<file path="src/rtl/demux_pkg.sv">
// Shared sizing constants for the 1-to-8 demux / deserializer.
package demux_pkg;

  localparam int WIDTH    = 8;
  localparam int SEL_W    = 3;
  localparam int LAST_IDX = WIDTH - 1;

endpackage : demux_pkg

</file>
<file path="src/rtl/demux_idx_ctr.sv">
// Wrapping position counter: clears, loads sel+1, or increments.
// The wrap from LAST_IDX to 0 comes for free from the SEL_W-bit width.
module demux_idx_ctr
  import demux_pkg::*;
#(
  parameter int CTR_W = SEL_W
) (
  input  logic             clk,
  input  logic             rst,
  input  logic             clr,
  input  logic             inc,
  input  logic             load,
  input  logic [CTR_W-1:0] load_base,
  output logic [CTR_W-1:0] idx
);

  logic [CTR_W-1:0] idx_q;
  logic [CTR_W-1:0] idx_d;

  // Next index: a load takes priority over a plain increment.
  always_comb begin
    idx_d = idx_q;
    if (load) begin
      idx_d = load_base + CTR_W'(1);
    end else if (inc) begin
      idx_d = idx_q + CTR_W'(1);
    end
  end

  // Counter register; both reset and soft clear return to position 0.
  always_ff @(posedge clk) begin
    if (rst || clr) begin
      idx_q <= '0;
    end else begin
      idx_q <= idx_d;
    end
  end

  assign idx = idx_q;

endmodule : demux_idx_ctr

</file>
<file path="src/rtl/demux18_deser.sv">
// Receiving end of the 8x1 select-and-forward path. Serial bits are steered
// into a shadow word; writing the last position publishes the word behind a
// valid/ready handshake. A word that completes while the previous one is
// still pending is dropped and flagged with the sticky overrun bit.
module demux18_deser
  import demux_pkg::*;
#(
  parameter int WIDTH = demux_pkg::WIDTH,
  parameter int SEL_W = demux_pkg::SEL_W
) (
  input  logic             clk,
  input  logic             rst,
  input  logic             clr,
  input  logic             in,
  input  logic             in_valid,
  input  logic             auto,
  input  logic [SEL_W-1:0] sel,
  output logic [WIDTH-1:0] out,
  output logic             out_valid,
  input  logic             out_ready,
  output logic [SEL_W-1:0] idx,
  output logic             overrun
);

  logic [WIDTH-1:0] shd_q, shd_d;
  logic [WIDTH-1:0] out_q, out_d;
  logic             out_valid_q, out_valid_d;
  logic             overrun_q, overrun_d;
  logic [SEL_W-1:0] e_idx;
  logic             complete;
  logic             accept;

  demux_idx_ctr #(
    .CTR_W(SEL_W)
  ) u_idx_ctr (
    .clk      (clk),
    .rst      (rst),
    .clr      (clr),
    .inc      (in_valid && auto),
    .load     (in_valid && !auto),
    .load_base(sel),
    .idx      (idx)
  );

  // Effective write position, shadow update and completion detect.
  // shd_d already carries the incoming bit, so it doubles as the completed
  // word and the last bit costs no extra cycle.
  always_comb begin
    e_idx    = auto ? idx : sel;
    shd_d    = shd_q;
    complete = 1'b0;
    if (in_valid) begin
      shd_d[e_idx] = in;
      complete     = (e_idx == SEL_W'(LAST_IDX));
    end
  end

  // Output handshake: publish, consume, or drop-and-flag.
  always_comb begin
    accept      = out_valid_q && out_ready;
    out_d       = out_q;
    out_valid_d = out_valid_q;
    overrun_d   = overrun_q;
    if (complete) begin
      if (!out_valid_q || out_ready) begin
        out_d       = shd_d;
        out_valid_d = 1'b1;
      end else begin
        overrun_d   = 1'b1;
      end
    end else if (accept) begin
      out_valid_d = 1'b0;
    end
  end

  // State registers; soft clear keeps the last published data word.
  always_ff @(posedge clk) begin
    if (rst) begin
      shd_q       <= '0;
      out_q       <= '0;
      out_valid_q <= 1'b0;
      overrun_q   <= 1'b0;
    end else if (clr) begin
      shd_q       <= '0;
      out_valid_q <= 1'b0;
      overrun_q   <= 1'b0;
    end else begin
      shd_q       <= shd_d;
      out_q       <= out_d;
      out_valid_q <= out_valid_d;
      overrun_q   <= overrun_d;
    end
  end

  assign out       = out_q;
  assign out_valid = out_valid_q;
  assign overrun   = overrun_q;

endmodule : demux18_deser
</file>
<file path="config.mk">
export PLATFORM = sky130hd
export DESIGN_NAME = demux18_deser
export DESIGN_NICKNAME = d
export VERILOG_FILES = /design/src/rtl/demux_pkg.sv /design/src/rtl/demux_idx_ctr.sv /design/src/rtl/demux18_deser.sv
export SDC_FILE = /design/constraint.sdc
export NUM_CORES = 1
export LEC_CHECK = 0
export CORE_ASPECT_RATIO = 0.75
export CORE_MARGIN = 4
export CORE_UTILIZATION = 40
export CTS_CLUSTER_SIZE = 20
export DETAILED_ROUTE_END_ITERATION = 12
export PLACE_DENSITY = 0.64
export SLEW_MARGIN = 25
export SYNTH_ARGS = -nofsm -noshare
export SYNTH_HDL_FRONTEND = slang
export SYNTH_SLANG_ARGS = --single-unit
</file>
<file path="constraint.sdc">
create_clock -name clk -period 5 [get_ports clk]
set_input_delay 1 -clock clk [delete_from_list [all_inputs] [get_ports clk]]
set_output_delay 1 -clock clk [all_outputs]
set_load 0.02 [all_outputs]
</file>
# Word level (Yosys, flattened, before mapping)
# Index checks and enable logic that the tools add are counted.
[totals]
elab_cells = 38
register_bits = 21
inputBits = 10
[classes]
n_eq_ne = 2
bitwise = 2
order_cmp = 2
addsub = 2
muxes = 11
n_reduce_logical = 14
[op_table]
columns = ["operator", "count"]
rows = [
  ["$mux W3", 3],
  ["$bwmux W8", 1],
  ["$mux W8", 1],
  ["$add A3 B1 Y3 const B", 2],
  ["$mux W1", 5],
  ["$logic_and A1 B1 Y1", 4],
  ["$lt A3 B4 Y1 const B", 1],
  ["$reduce_and A2 Y1", 2],
  ["$reduce_bool A2 Y1", 2],
  ["$demux W1 S3", 1],
  ["$eq A3 B3 Y1 const B", 1],
  ["$ge A3 B1 Y1 const B", 1],
  ["$reduce_and A3 Y1", 1],
  ["$logic_not A1 Y1", 2],
  ["$logic_or A1 B1 Y1", 2],
  ["$ne A2 B1 Y1 const B", 1],
  ["$not A1 Y1", 2],
  ["$reduce_or A2 Y1", 1],
]

# Longest topological paths before layout
# Gate-level depths: netlist (run 1).
[depth]
word_depth = 7
mapped_depth = 10
mapped_depth_nobuf = 9

# Cells and area by module
# Synthesis (run 1) repeated with hierarchy kept, for this count alone.
[unflattened]
cells_unflattened = 110
hier_area_um2 = 980.9
[by_module_without_submodules]
columns = ["mod", "seq_area_each_um2", "area_each_um2", "cells_per_inst", "instances"]
rows = [
  ["demux18_deser", 340.3, 798.3, 93, 1],
  ["demux_idx_ctr", 60.1, 182.7, 17, 1],
]

# Worst setup path before layout (run 1)
# No wires, ideal clock.
[synth_timing]
path_type = "input -> register"
startpoint = "in auto"
endpoint = "reg u_idx_ctr.idx_q[2] (netlist: u_idx_ctr.idx[2])"
path_stages = 8
path_slack_ns = 2.385
arrival_ns = 2.483
t_required_ns = 4.868
path_cell_list = "buf_4 > buf_2 > nor2_1 > mux2_2 > ha_1 > mux2_2 > o21ai_0 > a21oi_1"
[synth_between]
elab_chain_len = 3
elab_cells_between_ends = 5
classes_between = "1 x mux; 4 x reduce/logical"
[synth_rtl]
columns = ["element", "line_no", "rtl"]
rows = [
  ["from (decl)", "demux18_deser.sv:16", "input logic auto,"],
  ["$logic_not A1 Y1", "demux18_deser.sv:40", ".load (in_valid && !auto),"],
  ["$logic_and A1 B1 Y1", "demux18_deser.sv:40", ""],
  ["$mux W3 / $reduce_bool A2 Y1 (equally long branches)", "--", ""],
  ["to (signal assigned)", "demux_idx_ctr.sv:35", "idx_q <= idx_d;"],
  ["to (decl)", "demux_idx_ctr.sv:17", "logic [CTR_W-1:0] idx_q;"],
]
# Parallel ways exist; a longest one is shown, timed or not.
# A chain may end at the register's enable or synchronous reset.

# Final worst setup path (run 1)
# Same ends and word-level chain as after synthesis.

==> impl_metrics.toml, run 1 <==
[grt]
antenna_found_initial = 0
grt_pass1_vias = 845
grt-ovfl-total = 0
grt_pass1_wl_um = 3750
grt.total_usage_pct = 14.7
grt_max_degree = 17

[outcome]
status = "complete, no violations"

[sta]
max_freq_mhz = 348
hold_violations = 0
worst-slew-pin-transition_ns = 0.532
rsz0062_at_grt = "false"
setup_violations = 0
drv_slew = 0
fin_crit_sh_pct = 57.4
fin_crit_ns = 2.87
slew_headroom_pct = 64.4
tns_ns = 0
finalClockSkew_ns = 0.00497

[layout]
instances_no_fill = 169
num-nets-final = 147
drive_above_1_share_pct = 9.63
fin_util_pct = 54.1
diodes = 0
syn_to_final_growth_pct = 28.7

[place]
dp_hpwl_um = 1690
port_buffers = 22
dp_cells = 165
routabilityCongestion = 0.811

[clock_network]
cts-resized-gates = 0
tritoncts = "yes"
cts.clk_slew.worst_paths_ns = 0.11
ctsHoldBuffers = 0
insertion_delay_ns = 0.30
clk_path_buf_depth = 2
htree_levels = 1
root_buffer = "clkbuf_4"
cts.sinks = 20
cts_buffers = 3
postCtsSetupBuffers = 0

[worst_hold_path]
hp-start = "out[5]"
hold_path_depth = 2
whs_endpoint = "out[5]"
min_path_type = "reg -> reg"

[setup_path]
cp.required_ns = 5.19
critPathArrivalTime_ns = 3.06
r2r-start = "u_idx_ctr.idx[2]"
worstReg2RegEnd = "out[6]"
cp-start-kind = "input pin"
crit_path_end_kind = "register"
r2r_setup_slack_ns = 3.38
setup.worst_path.class = "in -> reg"
worst_r2r_path_depth = 4
worstPathMaxFanout = 16

[power_and_ir_drop]
power_mw = 0.294
worst_ir_drop_vdd_uv = 125
p_per_area_nw_per_um2 = 236
p_leak_nw = 0.422

[logic_synthesis]
avgSynthCellArea_um2 = 8.59
yosys_warnings = 0
syn_nets = 124
ys_ff_latch = 20
syn_area_um2 = 971
ys_types = 32
yosysSeqAreaShare_pct = 41.2
syn_inst = 113

[die]
initial_core_util_pct = 42.1
dieArea_um2 = 3290
pin_count = 23
num_rows = 15
fp.dieW_um = 64.9
die_h_um = 50.7
core-area_um2 = 2310

[routing]
drtAntennaViolNets = 0
wl_per_cell_um = 12.8
via_per_inst = 5.20
dr.pass1.iters = 4
vias = 879
routed_wirelength_um = 2160
drtIter0Drc = 23
drc = 0

[run]
drv_cap = 0
-- report_power, final --
group	internal [mW]	switching, mW	total [mW]
Sequential	0.161	0.00165	0.162
Clock	0.0444	0.0472	0.0916
Combinational	0.0177	0.0226	0.0403
Total	0.223	0.0715	0.294
-- per-stage QoR --
| step | hold slack [ns] | setup slack, ns | area [um2] |
|---|---|---|---|
| floorplan | 0.435 | 2.38 | 971 |
| global placement | 0.457 | 1.87 | 1210 |
| detailed placement | 0.458 | 1.82 | 1210 |
| CTS | 0.480 | 2.15 | 1250 |
| global route | 0.509 | 2.02 | 1250 |
| finish | 0.478 | 2.13 | 1250 |
-- cells in the final DEF, fill, tap and decap left out --
master           synthesis  layout
nor3_1                   2       2
mux2i_2                  1       1
nand3b_1                 1       1
a32o_1                   1       1
a211o_1                  1       1
clkbuf_8                 0       1
nand3_2                  1       1
or2b_1                   1       1
clkbuf_4                 0       3
o31ai_1                  1       1
o21a_1                   1       1
clkdlybuf4s50_1          0      22
a21oi_1                 11      11
nor3_4                   1       1
a32oi_1                  1       1
nor2_1                  13      13
a211oi_1                 2       2
nand3_1                  8       8
dfxtp_1                 20      20
nand3b_4                 1       1
a21o_1                   1       1
o21ai_0                  9       9
ha_1                     1       1
o22ai_1                  6       6
a211oi_4                 1       1
or2_2                    1       1
nor2b_1                  1       1
inv_1                    3       3
mux2i_1                  3       3
nand2b_1                 2       2
nand2_1                 11      11
mux2_2                   3       3
-- synthesized netlist by cell type --
| cell type | n | area share (%) |
|---|---|---|
| a211o_1 | 1 | 0.90 |
| a211oi_1 | 2 | 1.5 |
| a211oi_4 | 1 | 2.1 |
| a21o_1 | 1 | 0.77 |
| a21oi_1 | 11 | 5.7 |
| a32o_1 | 1 | 1.0 |
| a32oi_1 | 1 | 0.90 |
| buf_2 | 1 | 0.51 |
| buf_4 | 1 | 0.77 |
| clkbuf_1 | 2 | 0.77 |
| dfxtp_1 | 20 | 41 |
| ha_1 | 1 | 1.3 |
| inv_1 | 3 | 1.2 |
| mux2_2 | 3 | 3.5 |
| mux2i_1 | 3 | 3.1 |
| mux2i_2 | 1 | 1.4 |
| nand2_1 | 11 | 4.3 |
| nand2b_1 | 2 | 1.3 |
| nand3_1 | 8 | 4.1 |
| nand3_2 | 1 | 1.0 |
| nand3b_1 | 1 | 0.77 |
| nand3b_4 | 1 | 2.1 |
| nor2_1 | 13 | 5.0 |
| nor2b_1 | 1 | 0.64 |
| nor3_1 | 2 | 1.0 |
| nor3_4 | 1 | 1.7 |
| o21a_1 | 1 | 0.77 |
| o21ai_0 | 9 | 4.6 |
| o22ai_1 | 6 | 3.9 |
| o31ai_1 | 1 | 0.77 |
| or2_2 | 1 | 0.64 |
| or2b_1 | 1 | 0.77 |
-- worst max path at each step --
stage,start,to,cells after the start,slack [ns]
after global routing,auto,u_idx_ctr.idx[2],7,2.02
after global placement,auto,u_idx_ctr.idx[2],7,1.87
after CTS,auto,u_idx_ctr.idx[2],7,2.15
after detailed placement,auto,u_idx_ctr.idx[2],7,1.82
after floorplan,auto,u_idx_ctr.idx[2],8,2.38
final,auto,u_idx_ctr.idx[2],7,2.13
-- cells by family (layout without fill, tap and decap cells) --
family / count (synthesis) / in the layout / synth area share (%)
flops: 20 / 20 / 41.2
fa+ha+maj: 1 / 1 / 1.29
simple gates: 43 / 43 / 23.3
buf+inv: 7 / 29 / 3.22
compound gates: 35 / 35 / 22.9
mux: 7 / 7 / 7.99
-- state kept, by name, indices dropped and copies added (netlist names) --
signal         cells
u_idx_ctr.idx      3
shd_q              7
out_valid          1
overrun            1
out                8
-- worst max-delay path: stages --
cell	delay, ns
clkdlybuf4s50_1	0.68
nor2_1	0.31
mux2_2	0.36
ha_1	0.23
mux2_2	0.27
o21ai_0	0.14
a21oi_1	0.08
-- layer usage --
layer | routed length [um] | track usage [%] | vias up
li1 | - | - | 452
met1 | 1100 | 19.6 | 407
met2 | 973 | 23.1 | 20
met3 | 91 | 5.59 | 0
met4 | 0 | 2.11 | 0
met5 | 0 | 0 | -
-- layout make-up --
class | count | area [um2]
fill | 214 | 1060
clock buffer | 4 | 36.3
inverter | 3 | 11.3
timing repair buffer | 22 | 220
tap | 34 | 42.5
multi-input combinational | 86 | 539
sequential | 20 | 400
Power figures use the tool's default switching activity.
==> inputs of run 2 (changes only) <==
PLACE_DENSITY = 0.67   (was 0.64)
clock period = 2.5 ns   (was 5 ns; I/O delays follow)
==> run 2 against run 1 <==
Worst hold slack better by 0.0016 ns. Total power increased by 100%. Sequential share of layout area fell by 0.93 points. Final area increased by 3.0%. Combinational power increased by 120%. Critical path depth grew 1. Clock skew is 0.0025 ns lower. Wire length increased by 7.4%. Non-clock buffer count grew 5. Critical path type unchanged.
==> impl_metrics.toml, run 2 (synthesized netlist as in run 1, its figures left out) <==
[clock_network]
root_buffer = "clkbuf_4"
cts.clk_slew.worst_paths_ns = 0.11
cts.sinks = 20
ctsHoldBuffers = 0
clk_path_buf_depth = 2
insertion_delay_ns = 0.31
tritoncts = "yes"
htree_levels = 1
cts-resized-gates = 0
cts_buffers = 3
postCtsSetupBuffers = 0

[sta]
rsz0062_at_grt = "false"
fin_crit_sh_pct = 85.0
worst-slew-pin-transition_ns = 0.431
tns_ns = 0
slew_headroom_pct = 71.2
max_freq_mhz = 470
setup_violations = 0
drv_slew = 0
fin_crit_ns = 2.13
finalClockSkew_ns = 0.00252
whs_ns = 0.480
hold_violations = 0

[setup_path]
crit_path_max_incr_delay_ns = 0.47
cp_cell_sequence = "clkdlybuf4s50_1 -> inv_1 -> nor2_1 -> mux2_2 -> ha_1 -> mux2_2 -> o21ai_0 -> a21oi_1"
cp-start-kind = "input pin"
critPathArrivalTime_ns = 2.33
setup.worst_path.class = "in -> reg"
cp_slowest_cell = "clkdlybuf4s50_1"
crit_path_end_kind = "register"
cpMostUsedCell = "mux2_2"
cp.required_ns = 2.70
worstPathMaxFanout = 3

[worst_hold_path]
min_path_type = "reg -> reg"

[grt]
met1_usage_pct = 21.9
grt-ovfl-total = 0
grt_pass1_vias = 871
grt.busiest_layer = "met2"
gr-usage-met2_pct = 24.3
grt.total_usage_pct = 16.2
grt_max_degree = 13
grt_pass1_wl_um = 4090
antenna_found_initial = 0
grtUsageMet3_pct = 5.59

[layout]
diodes = 0
fillers = 224
largest_reg_flops = 8
drive_above_1_share_pct = 12.9
seq_area_um2 = 400
mostFrequentLayoutCells = "clkdlybuf4s50_1 (22), dfxtp_1 (20), nor2_1 (13)"
num-nets-final = 152
syn_to_final_growth_pct = 32.6
layout_commonest_cell = "clkdlybuf4s50_1"
multiInputGateArea_um2 = 539

[routing]
routed_wirelength_um = 2320
drtAntennaViolNets = 0
dr.pass1.iters = 4
via_per_inst = 5.44
drtIter0Drc = 43
drc = 0
wl_per_cell_um = 13.4
vias = 947

[power_and_ir_drop]
worst_ir_drop_vdd_uv = 380
swShare_pct = 25.2
pwr-share-seq_pct = 53.9
p_clk_share_pct = 31.6
comb_power_share_pct = 14.5
p_int_mw = 0.451
p_leak_nw = 0.446
p_per_area_nw_per_um2 = 468
p_sw_mw = 0.152

[die]
core-area_um2 = 2310
dieArea_um2 = 3290
initial_core_util_pct = 42.1
fp.dieW_um = 64.9
pin_count = 23
die_h_um = 50.7
num_rows = 15

[outcome]
status = "complete, no violations"

[run]
drv_cap = 0

[place]
routabilityCongestion = 0.805
port_buffers = 22
dp_hpwl_um = 1850
==> run 2: cell types whose count changed in the layout (fill, tap and decap cells not counted), sizes merged <==
cell / delta
buf: +5
==> run 2: stage by stage <==
step	setup slack, ns	util (%)	area (um2)	power [mW]	std cells
after floorplan	0.385	-	971	0.380	113
after global placement	0.163	54.2	1250	0.418	170
after detailed placement	0.0477	54.2	1250	0.419	170
after CTS	0.382	55.8	1290	0.607	174
after global routing	0.243	55.8	1290	0.636	174
final	0.375	55.8	1290	0.603	174
==> run 2: critical path, delay by kind of cell <==
kind,cells,cell delay [ns]
AND/OR/NAND/NOR,1,0.17
multiplexers,2,0.64
AO/OA/AOI/OAI,2,0.23
buffers and inverters,2,0.53
adder cells (fa/ha/maj),1,0.25
==> run 2: final timing paths <==
kind,slack [ns],endpoint,cells past startpoint,startpoint
worst max-delay path,0.37,u_idx_ctr.idx[2],8,in_valid
worst min-delay path,0.48,out[5],2,out[5]
worst max register to register,0.81,u_idx_ctr.idx[2],6,u_idx_ctr.idx[1]
worst min register to register,0.48,out[5],2,out[5]
==> run 2: cell type report <==
| class | instances | share of cell area (%) |
|---|---|---|
| clock buffers | 4 | 2.82 |
| inverters | 3 | 0.875 |
| multi-input cells | 86 | 41.9 |
| flip-flops and latches | 20 | 31.1 |
| well taps | 34 | 3.30 |
| repair buffers | 27 | 20.0 |
==> run 2: power groups by stage <==
stage | Sequential [mW] | Clock [mW] | Combinational [mW]
CTS | 0.325 | 0.195 | 0.0872
finish | 0.325 | 0.191 | 0.0876
global route | 0.326 | 0.213 | 0.0973
global placement | 0.332 | 0 | 0.0856
floorplan | 0.334 | 0 | 0.0462
detailed placement | 0.332 | 0 | 0.0870
==> run 2: per-layer routing <==
layer  part of all wire, %  vias to the layer above  wire (um)
li1                      -                      462          -
met1                    48                      442       1110
met2                    45                       35       1040
met3                   6.3                        8        146
met4                   1.5                        0         35
met5                     0                        -          0
==> inputs of run 3 (changes only) <==
CAP_MARGIN = 10   (was not set)
CTS_CLUSTER_DIAMETER = 40   (was not set)
==> results of run 3 <==
Final layout, timing and power as in run 2 (identical DEF).
